File: src/rtl/snd_volramp.sv
`default_nettype none
// ---------------------------------------------------------------------------
// snd_volramp : stereo gain stage with linear volume ramp, mute, rounding and
//               16-bit saturation. One multiplier is shared between L and R.
// Revision    : 1.0
// ---------------------------------------------------------------------------
module snd_volramp #(
  parameter int RAMP_STEP = 1
) (
  input  logic        CLK,
  input  logic        RST,
  input  logic        IN_VLD,
  input  logic [15:0] IN_L,
  input  logic [15:0] IN_R,
  input  logic [7:0]  REG_VOLUME,
  input  logic        REG_MUTE,
  output logic        OUT_VLD,
  output logic [15:0] OUT_L,
  output logic [15:0] OUT_R,
  output logic [7:0]  CUR_GAIN,
  output logic        RAMP_BUSY,
  output logic [7:0]  DROP_CNT
);

  localparam logic [1:0] c_ST_IDLE  = 2'd0;
  localparam logic [1:0] c_ST_MUL_L = 2'd1;
  localparam logic [1:0] c_ST_MUL_R = 2'd2;
  localparam logic [1:0] c_ST_DONE  = 2'd3;
  localparam logic [8:0] c_STEP     = 9'(RAMP_STEP);

  logic [1:0]         r_state;
  logic [1:0]         w_state_nxt;
  logic [15:0]        r_in_l;
  logic [15:0]        r_in_r;
  logic [15:0]        r_hold_l;
  logic [15:0]        r_out_l;
  logic [15:0]        r_out_r;
  logic [7:0]         r_gain;
  logic [7:0]         r_gain_used;
  logic [7:0]         r_drop;
  logic [7:0]         w_target;
  logic [7:0]         w_gain_nxt;
  logic [8:0]         w_diff;
  logic               w_accept;
  logic               w_drop;
  logic               w_out_vld;
  logic [15:0]        w_mul_a;
  logic signed [24:0] w_a_ext;
  logic signed [24:0] w_g_ext;
  logic signed [24:0] w_prod;
  logic signed [24:0] w_rnd;
  logic signed [24:0] w_shr;
  logic [15:0]        w_sat;

  assign w_target = REG_MUTE ? 8'd0 : REG_VOLUME;
  assign w_accept = IN_VLD && (r_state == c_ST_IDLE);
  assign w_drop   = IN_VLD && (r_state != c_ST_IDLE);

  // Ramp one step toward target, snapping when within one step (no overshoot/wrap).
  always_comb begin
    w_gain_nxt = r_gain;
    w_diff     = 9'd0;
    if (w_target >= r_gain) begin
      w_diff = {1'b0, w_target} - {1'b0, r_gain};
      if (w_diff <= c_STEP) w_gain_nxt = w_target;
      else                  w_gain_nxt = r_gain + c_STEP[7:0];
    end else begin
      w_diff = {1'b0, r_gain} - {1'b0, w_target};
      if (w_diff <= c_STEP) w_gain_nxt = w_target;
      else                  w_gain_nxt = r_gain - c_STEP[7:0];
    end
  end

  assign w_mul_a = (r_state == c_ST_MUL_L) ? r_in_l : r_in_r;
  assign w_a_ext = {{9{w_mul_a[15]}}, w_mul_a};
  assign w_g_ext = {17'd0, r_gain_used};
  assign w_prod  = w_a_ext * w_g_ext;
  assign w_rnd   = w_prod + 25'sd64;
  assign w_shr   = w_rnd >>> 7;

  always_comb begin
    w_sat = w_shr[15:0];
    if (w_shr[24:15] != {10{w_shr[24]}}) w_sat = w_shr[24] ? 16'h8000 : 16'h7FFF;
  end

  always_ff @(posedge CLK or posedge RST) begin
    if (RST) r_state <= c_ST_IDLE;
    else     r_state <= w_state_nxt;
  end

  always_comb begin
    w_state_nxt = r_state;
    case (r_state)
      c_ST_IDLE:  if (IN_VLD) w_state_nxt = c_ST_MUL_L;
      c_ST_MUL_L: w_state_nxt = c_ST_MUL_R;
      c_ST_MUL_R: w_state_nxt = c_ST_DONE;
      default:    w_state_nxt = c_ST_IDLE;
    endcase
  end

  always_comb begin
    w_out_vld = (r_state == c_ST_DONE);
  end

  // Both outputs are written on the edge entering DONE so they are valid with OUT_VLD.
  always_ff @(posedge CLK or posedge RST) begin
    if (RST) begin
      r_in_l      <= 16'd0;
      r_in_r      <= 16'd0;
      r_hold_l    <= 16'd0;
      r_out_l     <= 16'd0;
      r_out_r     <= 16'd0;
      r_gain      <= 8'd0;
      r_gain_used <= 8'd0;
      r_drop      <= 8'd0;
    end else begin
      if (w_accept) begin
        r_in_l      <= IN_L;
        r_in_r      <= IN_R;
        r_gain_used <= r_gain;
        r_gain      <= w_gain_nxt;
      end
      if (r_state == c_ST_MUL_L) r_hold_l <= w_sat;
      if (r_state == c_ST_MUL_R) begin
        r_out_l <= r_hold_l;
        r_out_r <= w_sat;
      end
      if (w_drop && (r_drop != 8'hFF)) r_drop <= r_drop + 8'd1;
    end
  end

  assign OUT_VLD   = w_out_vld;
  assign OUT_L     = r_out_l;
  assign OUT_R     = r_out_r;
  assign CUR_GAIN  = r_gain;
  assign RAMP_BUSY = (r_gain != w_target);
  assign DROP_CNT  = r_drop;

endmodule
`default_nettype wire

File: config.mk
export PLATFORM = sky130hd
export DESIGN_NAME = snd_volramp
export DESIGN_NICKNAME = d
export VERILOG_FILES = /design/src/rtl/snd_volramp.sv
export SDC_FILE = /design/constraint.sdc
export NUM_CORES = 1
export LEC_CHECK = 0
export ABC_AREA = 1
export BUFFER_PORTS_ARGS = -buffer_cell sky130_fd_sc_hd__buf_2
export CAP_MARGIN = 20
export CORE_MARGIN = 10
export CORE_UTILIZATION = 51
export CTS_CLUSTER_DIAMETER = 150
export DETAILED_ROUTE_END_ITERATION = 12
export PLACE_DENSITY = 0.73
export SLEW_MARGIN = 20
export SYNTH_ARGS = -nofsm -noshare
export SYNTH_HDL_FRONTEND = slang
export SYNTH_SLANG_ARGS = --single-unit
File: constraint.sdc
create_clock -name CLK -period 5.83 [get_ports CLK]
set_input_delay 0.2915 -clock CLK [delete_from_list [all_inputs] [get_ports CLK]]
set_output_delay 0.2915 -clock CLK [all_outputs]
set_load 0.005 [all_outputs]
==> impl_metrics.py <==
metrics = {
    "status": {
        "status": "complete, no violations",
    },
    "clock_network": {
        "ctsLongestPathBuffers": 2,
        "clk_latency_ps": 360,
        "cts_tree": "yes",
        "clkTransAtPathRegs_ps": 80,
        "cts_sinks": 106,
        "cts-root-buf": "clkbuf_16",
        "cts_made_buffers": 9,
        "h-tree-depth": 3,
    },
    "global_routing": {
        "grt_max_degree": 68,
        "antenna_found_initial": 0,
        "grt_overflow_total": 0,
        "grt_pass1_wl_mm": 44.9,
        "grt_pass1_vias": 9210,
        "grt_usage_pct": 20.7,
    },
    "final_layout": {
        "fin_nets": 1723,
        "antenna_cells": 0,
        "layout_common_cells": "nand2_1 (469), inv_1 (166), dfrtp_1 (106)",
        "final_common_cell": "nand2_1",
        "area_delta_synth_final_pct": 21.2,
        "drive_above_1_share_pct": 20.3,
        "finalInstanceArea_mm2": 0.0125,
    },
    "setup_path": {
        "cp-start-kind": "flip-flop",
        "cp-end-kind": "flip-flop",
        "slowest_delay_ps": 600,
        "rrSetupSlack_ps": 220,
        "worstPathRequired_ps": 6080,
        "arrival_ps": 5850,
        "crit_family": "adder cells",
        "cp_slowest_cell": "fa_1",
        "critPathKind": "flip-flop to flip-flop",
        "critPathMaxFanout": 9,
        "worstPathBufferInverterCount": 6,
    },
    "detailed_routing": {
        "vias": 9111,
        "drt_iter0_drc": 551,
        "ant_nets": 0,
        "vias_per_cell": 5.18,
        "wire_per_inst_um": 15.9,
        "drc": 0,
        "drtPass1Iterations": 6,
        "routed_wl_mm": 27.9,
    },
    "placement": {
        "dp_slack_ps": -222,
        "io_buffers": 93,
        "dpl_cell_area_mm2": 0.0115,
        "gp_congestion": 0.954,
        "place_hpwl_mm": 21.8,
    },
    "timing": {
        "hold_viol_final": 0,
        "fin_worst_skew_ps": 8.83,
        "slew_headroom_pct": 33.7,
        "worst_pin_slew_ps": 989,
        "setup_viol": 0,
        "fin_ws_ps": 223,
        "setup_tns_ps": 0,
        "finalCritPeriodShare_pct": 96.2,
        "whs_ps": 114,
        "fmax_mhz": 178,
        "drv_slew": 0,
        "fin_crit_ps": 5610,
    },
    "job": {
        "cap_violations": 0,
    },
    "logic_synthesis": {
        "yosysTopAreaCellShare_pct": 25.7,
        "synth-seq-cells": 106,
        "syn_inst": 1340,
        "yosysWarnings": 0,
        "ys_top_cells_by_area": "dfrtp_1 (26%), fa_1 (20%), nand2_1 (17%)",
        "synthArstFlopShare_pct": 100,
        "synth_top_cell_by_area": "dfrtp_1",
        "syn_area_per_cell_um2": 7.71,
        "syn-num-nets": 1573,
        "ys_seq_area_share_pct": 25.7,
        "synth_edf_count": 0,
        "synth_area_mm2": 0.0103,
        "synth_flop_cell": "dfrtp_1",
        "synth_cell_type_count": 37,
    },
    "worst_hold_path": {
        "min_path_type": "input pin to flip-flop",
    },
    "floorplanning": {
        "coreArea_mm2": 0.0197,
        "initial_core_util_pct": 52.4,
        "die_w_um": 162,
        "num_io_pins": 94,
        "core.rowCount": 51,
        "die-area_mm2": 0.0263,
        "die_y_um": 162,
    },
}
==> cell usage after synthesis (3+ instances only) <==
master      n
nand2_2     6
o21ai_0    40
nor3_1      7
o21bai_1    6
clkinv_1    3
nor2_1    110
a21oi_1    32
dfrtp_1   106
nand3_1    57
xnor2_1    12
xor2_1     33
ha_1       85
inv_2       4
clkbuf_1   28
buf_2       5
nand4_1    10
nand2_1   477
or2_2      14
fa_1      104
nor4_1      4
inv_1     176
==> through the flow <==
stage | std cells | utilization, %
floorplan | 1340 | -
global route | 1760 | 63.5
CTS | 1748 | 60.1
finish | 1760 | 63.5
global placement | 1730 | 58.2
detailed placement | 1730 | 58.2
==> path summary, 6_finish.rpt <==
| check | end | startpoint | cells after the start |
|---|---|---|---|
| worst max-delay path | OUT_R[3] | r_state[1] | 26 |
| min in group asynchronous | DROP_CNT[5] | RST | 3 |
| max in group asynchronous | OUT_R[4] | RST | 4 |
| worst min register to register | OUT_L[5] | OUT_L[5] | 2 |
| worst max register to register | OUT_R[3] | r_state[1] | 26 |
| worst min-delay path | r_in_l[10] | IN_L[10] | 3 |
==> registers in the layout, summed over array words and instances (netlist names) <==
register,count
r_hold_l,16
r_state,2
r_in_l,16
OUT_L,16
CUR_GAIN,8
r_gain_used,8
r_in_r,16
OUT_R,16
DROP_CNT,8
==> timing repair <==
action	4_1_cts	5_1_grt
endpoints found under the hold margin	39	0
resized for setup	12	103
buffers inserted	1	10
hold buffers	1	0
setup endpoints to repair	32	32
pin swaps	1	34
gates cloned	0	2
==> worst min-delay path, cell delays in order <==
cell and delay, ps:
buf_2 70, nand2_1 40, nand2_1 40
==> cell families (layout without fill, tap and decap cells) <==
family	after synthesis	in the layout	share of synthesized area (%)
flip-flops	106	106	25.7
AND/OR/NAND/NOR	693	694	27.1
multiplexers	1	1	0.109
buffers and inverters	219	373	8.16
XOR/XNOR	45	45	3.82
adder cells (fa/ha/maj)	189	189	30.5
AO/OA/AOI/OAI	87	87	4.63
==> metal layers <==
metal	share of wire (%)	track usage [%]	vias up
li1	-	-	4389
met3	5.1	3.82	50
met5	0	0	-
met1	43	26.4	4393
met2	49	34.9	279
met4	2.3	6.66	0
==> area by class of cell <==
type | count | area [µm²]
inverter | 183 | 692
timing repair buffer | 174 | 1130
multi-input combinational | 1016 | 7420
sequential | 106 | 2650
fill | 1671 | 7200
clock buffer | 9 | 225
tap | 265 | 332
clock inverter | 7 | 66.3
Power is left out: the tool's default activity adds up to more than one toggle a clock period on the data nets, which glitch-free logic cannot reach.
